==> src/rtl/uart_pkg.sv <==
// Shared constants for the UART core: state encoding and default frame geometry.
package uart_pkg;

    localparam int DEFAULT_DATAWIDTH    = 8;
    localparam int DEFAULT_OVERSAMPLING = 16;

    typedef enum logic [2:0] {
        ST_IDLE   = 3'd0,
        ST_START  = 3'd1,
        ST_DATA   = 3'd2,
        ST_PARITY = 3'd3,
        ST_STOP   = 3'd4
    } uart_state_e;

endpackage

==> src/rtl/uart_baud_gen.sv <==
// Oversample tick generator: one-clk tick every div clocks (div of 0 or 1 ticks every clock).
// clear holds the phase at zero so the first tick lands exactly div clocks after release.
module uart_baud_gen #(
    parameter int DIVWIDTH = 16
) (
    input  logic                clk,
    input  logic                rst,
    input  logic [DIVWIDTH-1:0] div,
    input  logic                clear,
    output logic                tick
);

    logic [DIVWIDTH-1:0] cnt;
    logic [DIVWIDTH-1:0] last;

    assign last = (div > DIVWIDTH'(1)) ? div - DIVWIDTH'(1) : '0;
    assign tick = !clear && (cnt >= last);

    // NOTE: sequential state uses non-blocking assignments so every flop samples pre-edge values.
    always_ff @(posedge clk or negedge rst) begin
        if (!rst) begin
            cnt <= '0;
        end else if (clear || tick) begin
            cnt <= '0;
        end else begin
            cnt <= cnt + 1'b1;
        end
    end

endmodule

==> src/rtl/uart_core.sv <==
// Full-duplex UART with independent TX/RX baud generators.
// Parity support is compiled in only when UART_PARITY_EN is defined.
module uart_core
    import uart_pkg::*;
#(
    parameter int DATAWIDTH    = DEFAULT_DATAWIDTH,
    parameter int OVERSAMPLING = DEFAULT_OVERSAMPLING,
    parameter int DIVWIDTH     = 16
) (
    input  logic                 clk,
    input  logic                 rst,
    input  logic [DIVWIDTH-1:0]  div,
    input  logic                 parityEnable,
    input  logic                 parityType,
    input  logic                 tx_data_valid,
    input  logic [DATAWIDTH-1:0] tx_in,
    output logic                 tx,
    output logic                 tx_done,
    input  logic                 rx,
    output logic [DATAWIDTH-1:0] rx_out,
    output logic                 parityError,
    output logic                 parityErrorValid,
    output logic                 rx_done,
    output logic                 framingError
);

    localparam int TW = (OVERSAMPLING > 1) ? $clog2(OVERSAMPLING) : 1;
    localparam int BW = (DATAWIDTH > 1) ? $clog2(DATAWIDTH) : 1;
    localparam logic [TW-1:0] TICK_LAST = TW'(OVERSAMPLING - 1);
    localparam logic [TW-1:0] TICK_MID  = TW'(OVERSAMPLING / 2 - 1);
    localparam logic [BW-1:0] BIT_LAST  = BW'(DATAWIDTH - 1);

    logic par_en_cfg;
    logic par_odd_cfg;

`ifdef UART_PARITY_EN
    assign par_en_cfg  = parityEnable;
    assign par_odd_cfg = parityType;
`else
    logic unused_parity_cfg;
    assign par_en_cfg        = 1'b0;
    assign par_odd_cfg       = 1'b0;
    assign unused_parity_cfg = parityEnable ^ parityType;
`endif

    // ---------------- transmitter ----------------
    uart_state_e          tx_state, tx_next;
    logic                 tx_tick, tx_bit_done;
    logic [TW-1:0]        tx_tick_cnt;
    logic [BW-1:0]        tx_bit_idx;
    logic [DATAWIDTH-1:0] tx_shift;
    logic                 tx_par_en, tx_par_bit;

    uart_baud_gen #(.DIVWIDTH(DIVWIDTH)) u_tx_baud (
        .clk   (clk),
        .rst   (rst),
        .div   (div),
        .clear (tx_state == ST_IDLE),
        .tick  (tx_tick)
    );

    assign tx_bit_done = tx_tick && (tx_tick_cnt == TICK_LAST);

    always_ff @(posedge clk or negedge rst) begin
        if (!rst) tx_state <= ST_IDLE;
        else      tx_state <= tx_next;
    end

    // NOTE: every comb output gets a default first so no path leaves it unassigned (no latch).
    always_comb begin
        tx_next = tx_state;
        case (tx_state)
            ST_IDLE:   if (tx_data_valid) tx_next = ST_START;
            ST_START:  if (tx_bit_done) tx_next = ST_DATA;
            ST_DATA:   if (tx_bit_done && tx_bit_idx == BIT_LAST)
                           tx_next = tx_par_en ? ST_PARITY : ST_STOP;
            ST_PARITY: if (tx_bit_done) tx_next = ST_STOP;
            ST_STOP:   if (tx_bit_done) tx_next = ST_IDLE;
            default:   tx_next = ST_IDLE;
        endcase
    end

    always_comb begin
        tx      = 1'b1;
        tx_done = 1'b0;
        case (tx_state)
            ST_START:  tx = 1'b0;
            ST_DATA:   tx = tx_shift[0];
            ST_PARITY: tx = tx_par_bit;
            ST_STOP:   tx_done = tx_bit_done;
            default:   ;
        endcase
    end

    // NOTE: datapath registers are reset as well, so nothing leaves reset carrying X.
    always_ff @(posedge clk or negedge rst) begin
        if (!rst) begin
            tx_tick_cnt <= '0;
            tx_bit_idx  <= '0;
            tx_shift    <= '0;
            tx_par_en   <= 1'b0;
            tx_par_bit  <= 1'b0;
        end else if (tx_state == ST_IDLE) begin
            tx_tick_cnt <= '0;
            tx_bit_idx  <= '0;
            if (tx_data_valid) begin
                tx_shift   <= tx_in;
                tx_par_en  <= par_en_cfg;
                tx_par_bit <= (^tx_in) ^ par_odd_cfg;
            end
        end else if (tx_tick) begin
            tx_tick_cnt <= tx_bit_done ? '0 : tx_tick_cnt + 1'b1;
            if (tx_bit_done && tx_state == ST_DATA) begin
                tx_shift   <= tx_shift >> 1;
                tx_bit_idx <= tx_bit_idx + 1'b1;
            end
        end
    end

    // ---------------- receiver ----------------
    uart_state_e          rx_state, rx_next;
    logic                 rx_meta, rx_sync, rx_prev, rx_fall;
    logic                 rx_tick, rx_bit_done, rx_mid_hit;
    logic [TW-1:0]        rx_tick_cnt;
    logic [BW-1:0]        rx_bit_idx;
    logic [DATAWIDTH-1:0] rx_shift, rx_word;
    logic                 rx_par_en, rx_par_odd;
    logic                 rx_clear, rx_load, rx_check_par, rx_end;

    uart_baud_gen #(.DIVWIDTH(DIVWIDTH)) u_rx_baud (
        .clk   (clk),
        .rst   (rst),
        .div   (div),
        .clear (rx_state == ST_IDLE),
        .tick  (rx_tick)
    );

    assign rx_fall     = rx_prev & ~rx_sync;
    assign rx_bit_done = rx_tick && (rx_tick_cnt == TICK_LAST);
    assign rx_mid_hit  = rx_tick && (rx_tick_cnt == TICK_MID);
    assign rx_word     = {rx_sync, rx_shift[DATAWIDTH-1:1]};

    // Two-flop synchroniser plus one history flop for edge detection; idle level is high.
    always_ff @(posedge clk or negedge rst) begin
        if (!rst) begin
            rx_meta <= 1'b1;
            rx_sync <= 1'b1;
            rx_prev <= 1'b1;
        end else begin
            rx_meta <= rx;
            rx_sync <= rx_meta;
            rx_prev <= rx_sync;
        end
    end

    always_ff @(posedge clk or negedge rst) begin
        if (!rst) rx_state <= ST_IDLE;
        else      rx_state <= rx_next;
    end

    always_comb begin
        rx_next = rx_state;
        case (rx_state)
            ST_IDLE:   if (rx_fall) rx_next = ST_START;
            ST_START:  if (rx_mid_hit) rx_next = rx_sync ? ST_IDLE : ST_DATA;
            ST_DATA:   if (rx_bit_done && rx_bit_idx == BIT_LAST)
                           rx_next = rx_par_en ? ST_PARITY : ST_STOP;
            ST_PARITY: if (rx_bit_done) rx_next = ST_STOP;
            ST_STOP:   if (rx_bit_done) rx_next = ST_IDLE;
            default:   rx_next = ST_IDLE;
        endcase
    end

    always_comb begin
        rx_clear     = 1'b0;
        rx_load      = 1'b0;
        rx_check_par = 1'b0;
        rx_end       = 1'b0;
        case (rx_state)
            ST_START:  rx_clear     = rx_mid_hit && !rx_sync;
            ST_DATA:   rx_load      = rx_bit_done && rx_bit_idx == BIT_LAST && !rx_par_en;
            ST_PARITY: rx_check_par = rx_bit_done;
            ST_STOP:   rx_end       = rx_bit_done;
            default:   ;
        endcase
    end

    always_ff @(posedge clk or negedge rst) begin
        if (!rst) begin
            rx_tick_cnt      <= '0;
            rx_bit_idx       <= '0;
            rx_shift         <= '0;
            rx_par_en        <= 1'b0;
            rx_par_odd       <= 1'b0;
            rx_out           <= '0;
            parityError      <= 1'b0;
            parityErrorValid <= 1'b0;
            framingError     <= 1'b0;
            rx_done          <= 1'b0;
        end else begin
            rx_done <= rx_end;
            if (rx_state == ST_IDLE) begin
                rx_tick_cnt <= '0;
                rx_bit_idx  <= '0;
                if (rx_fall) begin
                    rx_par_en  <= par_en_cfg;
                    rx_par_odd <= par_odd_cfg;
                end
            end else if (rx_tick) begin
                // START counts only to mid-bit; later states count whole bits from there.
                if (rx_bit_done || (rx_state == ST_START && rx_mid_hit))
                    rx_tick_cnt <= '0;
                else
                    rx_tick_cnt <= rx_tick_cnt + 1'b1;
                if (rx_bit_done && rx_state == ST_DATA) begin
                    rx_shift   <= rx_word;
                    rx_bit_idx <= rx_bit_idx + 1'b1;
                end
            end
            if (rx_clear) begin
                parityError      <= 1'b0;
                parityErrorValid <= 1'b0;
                framingError     <= 1'b0;
            end
            if (rx_load) rx_out <= rx_word;
            if (rx_check_par) begin
                rx_out           <= rx_shift;
                parityErrorValid <= 1'b1;
                parityError      <= rx_sync != ((^rx_shift) ^ rx_par_odd);
            end
            if (rx_end) framingError <= ~rx_sync;
        end
    end

endmodule

==> config.mk <==
export PLATFORM = sky130hd
export DESIGN_NAME = uart_core
export DESIGN_NICKNAME = d
export VERILOG_FILES = /design/src/rtl/uart_pkg.sv /design/src/rtl/uart_baud_gen.sv /design/src/rtl/uart_core.sv
export SDC_FILE = /design/constraint.sdc
export NUM_CORES = 1
export LEC_CHECK = 0
export ABC_CLOCK_PERIOD_IN_PS = 7100
export CAP_MARGIN = 20
export CELL_PAD_IN_SITES_DETAIL_PLACEMENT = 0
export CELL_PAD_IN_SITES_GLOBAL_PLACEMENT = 1
export CORE_MARGIN = 2
export CORE_UTILIZATION = 30
export DETAILED_ROUTE_END_ITERATION = 12
export PLACE_DENSITY_LB_ADDON = 0.1
export SYNTH_ARGS = -nofsm -noshare
export SYNTH_HDL_FRONTEND = slang
export SYNTH_SLANG_ARGS = --single-unit
==> constraint.sdc <==
create_clock -name clk -period 7.1 [get_ports clk]
set_input_delay 1.065 -clock clk [delete_from_list [all_inputs] [get_ports clk]]
set_output_delay 1.065 -clock clk [all_outputs]
set_load 0.01 [all_outputs]
-- After elaboration in Yosys (flattened, before gate mapping)
Index checks and enable logic that the tools add are counted.
- flip-flop bits (word level): 84
- output and inout bits: 14
- word-level logic and storage cells: 135
- add/sub/neg operators: 7
- order comparisons: 3
- equality and inequality tests: 24
- muxes and demuxes: 44
- bitwise logic cells: 3
- reduce and logical (&&, ||, !) cells: 35
- operators by type and width (kind ; number):
    $mux W16 ; 3
    $mux W3 ; 16
    $mux W8 ; 6
    $add A16 B1 Y16 const B ; 2
    $ge A16 B16 Y1 ; 2
    $pmux W3 S5 ; 2
    $mux W4 ; 6
    $ne A2 B2 Y1 const B ; 10
    $gt A16 B1 Y1 const B ; 1
    $reduce_xor A8 Y1 ; 2
    $sub A16 B1 Y16 const B ; 1
    $reduce_bool A2 Y1 ; 7
    $eq A3 B2 Y1 const B ; 4
    $eq A3 B3 Y1 const B ; 4
    $logic_and A1 B1 Y1 ; 11
    $reduce_and A5 Y1 ; 2
    $mux W1 ; 9
    $add A4 B1 Y4 const B ; 2
    $eq A4 B4 Y1 const B ; 2
    $add A3 B1 Y3 const B ; 2
    $eq A3 B1 Y1 const B ; 2
    $logic_not A3 Y1 ; 2
    $reduce_and A2 Y1 ; 3
    $reduce_and A3 Y1 ; 2
    other kinds (8) ; 13

-- Depth between registers and ports, before layout
- depth in word-level cells: 10
- depth in mapped cells: 16
- depth with buffers taken out: 13

-- By module
A second synthesis with hierarchy kept.
- cell total of the unflattened synthesis: 580
- area, all modules: 5632.9 sq um
- modules (own cells, without submodules) (module ; times used ; cells an instance ; area each (sq um)):
    uart_core ; 1 ; 223 ; 2593.7
    uart_baud_gen at u_tx_baud ; 1 ; 183 ; 1575.3
    uart_baud_gen at u_rx_baud ; 1 ; 174 ; 1463.9

-- Worst setup path before layout
No wires, ideal clock.
- path kind: input to output
- from: input div[5]
- to: output tx_done
- data arrival time: 4039 ps
- data required time: 6035 ps
- setup slack: 1996 ps
- stages: 13
- buffers on the path: 1
- cells stage by stage: or4_1 -> nor4_2 -> nand2_1 -> nor3_1 -> xor2_1 -> nand2_1 -> ha_1 -> a21o_1 -> a21oi_1 -> o211ai_1 -> a211oi_1 -> clkbuf_1 -> nor4_1
- cells in the longest elaborated chain, start to end: 6
- elaborated cells between the ends (all ways): 7
- those cells by class: add/sub: 1; order compare: 2; mux: 2; reduce/logical: 2
- RTL lines (what ; RTL line ; RTL):
    start: declaration ; uart_core.sv:12 ; input logic [DIVWIDTH-1:0] div,
    $sub A16 B1 Y16 / $gt A16 B1 Y1 (equally long branches) ; uart_baud_gen.sv:16 ; assign last = (div > DIVWIDTH'(1)) ? div - DIVWIDTH'(1) : '0;
    $mux W16 * ; uart_baud_gen.sv:16 ;
    $ge A16 B16 Y1 * ; uart_baud_gen.sv:17 ; assign tick = !clear && (cnt >= last);
    $logic_and A1 B1 Y1 * ; uart_baud_gen.sv:17 ;
    $logic_and A1 B1 Y1 * ; uart_core.sv:62 ; assign tx_bit_done = tx_tick && (tx_tick_cnt == TICK_LAST);
    $mux W1 * ; uart_core.sv:86 ; case (tx_state)
    end: declaration ; uart_core.sv:18 ; output logic tx_done,
Every way passes the cells marked *; elsewhere a longest branch is shown, timed or not.

-- Worst setup path in the final report
Ends and elaborated chain as after synthesis.

==> flow_summary.json <==
{
  "post-route-period-util_pct": 86.7,
  "ant_nets": 0,
  "setup_tns_ns": 0,
  "initial_utilization_pct": 30.8,
  "cts.repair.resized": 0,
  "p_int_uw": 975,
  "p_per_area_nw_per_um2": 228,
  "worstPathArrival_ns": 5.09,
  "routed_wl_um": 12400,
  "critPathLaunchType": "input pin",
  "syn-num-nets": 605,
  "cts_tree": "done",
  "grt-ovfl-total": 0,
  "critPathMostFrequentCell": "clkdlybuf4s50_1",
  "io_pins": 44,
  "synthAdderAreaFrac_pct": 10.2,
  "dieArea_um2": 18200,
  "switchingPower_uw": 426,
  "met1_length_um": 6210,
  "hold_viol": 0,
  "p_comb_share_pct": 20.9,
  "final_area_um2": 6150,
  "finalSetupViolCount": 0,
  "drv_slew": 0,
  "synthToLayoutAreaGrowth_pct": 19.8,
  "ir_drop_uv": 113,
  "fin_worst_skew_ns": 0.00714,
  "slew_headroom_pct": 51.6,
  "synth.distinct_cells": 61,
  "final_nets": 653,
  "ys_warn_count": 0,
  "port_buffers": 41,
  "fmax_ghz": 0.162,
  "place_ws_ns": 0.862,
  "avgSynthCellArea_um2": 9.63,
  "cts_made_buffers": 9,
  "diodes": 0,
  "critPathRequiredTime_ns": 6.03,
  "status": "complete, no violations",
  "die_w_um": 135,
  "clockRootBuffer": "clkbuf_16",
  "muxShareOfSynthArea_pct": 3.90,
  "cp_slowest_cell": "or4_1",
  "clock_latency_ns": 0.34,
  "grt.total_usage_pct": 14.4,
  "vias": 3994,
  "synthArstFlopShare_pct": 100,
  "hold_slack_ns": 0.356,
  "synth_cells": 533,
  "place_area_um2": 5800,
  "grt_pass1_vias": 4023,
  "synth_top_family_by_area": "simple AND/OR/NAND/NOR gates",
  "synth_xor_area_share_pct": 9.90,
  "post_cts_buffers": 0,
  "cts_sinks": 84,
  "htreeDepth": 3,
  "drc": 0,
  "antenna_found_initial": 0,
  "vias_per_cell": 4.96,
  "met3WireLength_um": 333,
  "cp_max_fo": 15,
  "dr.first_iter.drc_count": 228,
  "ys_seq_area_share_pct": 41.0,
  "synthSimpleGateAreaFrac_pct": 20.1,
  "core_region_area_um2": 16600,
  "seqPwrFrac_pct": 42.3,
  "synth-seq-cells": 84,
  "rsz0062_at_grt": "false",
  "maxCapViolCount": 0,
  "hpwl_um": 9040,
  "p_leak_uw": 0.00281,
  "power_uw": 1400,
  "worst_slew_pin_slew_ns": 0.726,
  "period_minus_slack_ns": 6.16,
  "cts.clk_slew.worst_paths_ns": 0.07,
  "crit_chain": "clkdlybuf4s50_1, or4_1, nor4_2, nand3_1, nand2_1, ha_1, a21o_1, a21oi_1, o211ai_1, a211oi_1, nor4_1, clkdlybuf4s50_1",
  "fill_cells": 1661,
  "setup_slack_ns": 0.944,
  "hold_path.class": "reg2reg",
  "drive_gt1_share_pct": 7.85,
  "crit_path_end_kind": "output pin",
  "multi_input_area_um2": 2910,
  "synth_edf_count": 0,
  "cts_buffer_depth": 2,
  "register_area_um2": 2110,
  "std_cell_rows": 47,
  "netSwitchingFraction_pct": 30.4,
  "ys.flop_type": "dfrtp_1",
  "highest-signal-layer": "met4",
  "synth_compound_area_share_pct": 12.5,
  "wl_met2_um": 5740,
  "die_y_um": 135,
  "crit_type": "in2out",
  "netlist_area_um2": 5130,
  "pwr-share-clk_pct": 36.8,
  "ctsHoldBuffers": 0,
  "wl_per_cell_um": 15.4,
  "grt_start_max_net_pins": 76,
  "dr.pass1.iters": 4,
  "grt_pass1_wl_um": 20600,
  "place.gp.congestion": 0.746,
  "critPathMaxStageDelay_ns": 0.61
}
[path summary, 6_finish.rpt]
check                                   from                 to  slack (ns)  cells past startpoint
max reg2reg                u_rx_baud.cnt[12]        rx_shift[5]        4.03                      6
min reg2reg                          rx_meta            rx_sync        0.36                      0
min in group asynchronous                rst  u_tx_baud.cnt[15]        0.55                      1
max in group asynchronous                rst            rx_sync        5.72                      3
max                                   div[5]            tx_done        0.94                     12
min                                  rx_meta            rx_sync        0.36                      0
[metrics by stage]
step / std cells / util (%)
after detailed placement: 789 / 34.8
after CTS: 805 / 36.8
after global placement: 788 / 34.8
final: 806 / 36.9
after global routing: 806 / 36.9
after floorplan: 533 / -
[critical path: cells and delay by family]
kind            cells  cell delay [ns]
compound gates      4             0.93
simple gates        5             1.87
buf+inv             2             0.93
fa+ha+maj           1             0.30
[power by group through the flow]
stage | Clock [uW] | Combinational, uW | Sequential [uW]
2_1_floorplan | 0 | 212 | 581
3_3_place_gp | 0 | 287 | 600
3_5_place_dp | 0 | 291 | 601
4_1_cts | 535 | 295 | 593
5_1_grt | 555 | 336 | 601
6_report | 516 | 292 | 593
[routing by layer]
metal	track usage [%]	vias to the layer above
met3	3.38	7
met2	23.1	47
met4	2.98	0
met1	19.7	1939
li1	-	2001
met5	0	-
[sequential cells by signal, summed over array words and instances (netlist names), 3 cells and up]
register and flops:
rx_state 3, tx_state 3, tx_bit_idx 3, rx_shift 8
rx_out 8, tx_tick_cnt 4, rx_tick_cnt 4, tx_shift 8
u_tx_baud.cnt 16, rx_bit_idx 3, u_rx_baud.cnt 16
[layout by cell type (no fill, tap or decap), types with 5 or more instances in the layout]
cell	synthesis	layout
clkdlybuf4s50_1	0	40
a21o_1	5	5
mux2i_1	11	11
xnor2_1	36	36
o21ai_1	9	9
or3_1	5	5
o221a_2	7	7
nor3_1	11	11
or2_2	7	7
inv_1	18	18
xor2_1	22	22
mux2_1	8	8
a21oi_1	24	24
ha_1	42	42
nor4_1	6	6
dfrtp_1	81	81
nor2_1	70	70
nand3_1	27	27
nand4_1	6	6
and3_1	9	9
clkbuf_16	0	9
nand2_1	55	55
o21ai_0	8	8
[cells in the mapped netlist, types with 6 or more instances]
cell type	number	area, um2
a21oi_1	24	120
and3_1	9	56.3
dfrtp_1	81	2030
ha_1	42	526
inv_1	18	67.6
mux2_1	8	90.1
mux2i_1	11	110
nand2_1	55	206
nand3_1	27	135
nand4_1	6	37.5
nor2_1	70	263
nor3_1	11	55.1
nor4_1	6	37.5
o21ai_0	8	40.0
o21ai_1	9	45.0
o221a_2	7	78.8
or2_2	7	43.8
xnor2_1	36	315
xor2_1	22	193
[logic make-up after synthesis]
group,Yosys count
simple gates,217
compound gates,86
flops,84
xor+xnor,58
fa+ha+maj,42
buf+inv,27
mux,19
[area by class of cell]
class / count / share of cell area (%)
clock inverters: 7 / 1.57
well taps: 220 / 4.48
flip-flops and latches: 84 / 34.2
clock buffers: 9 / 3.66
multi-input cells: 422 / 47.3
inverters: 18 / 1.10
repair buffers: 46 / 7.63
Note: power is estimated with default switching activity, not from simulation.
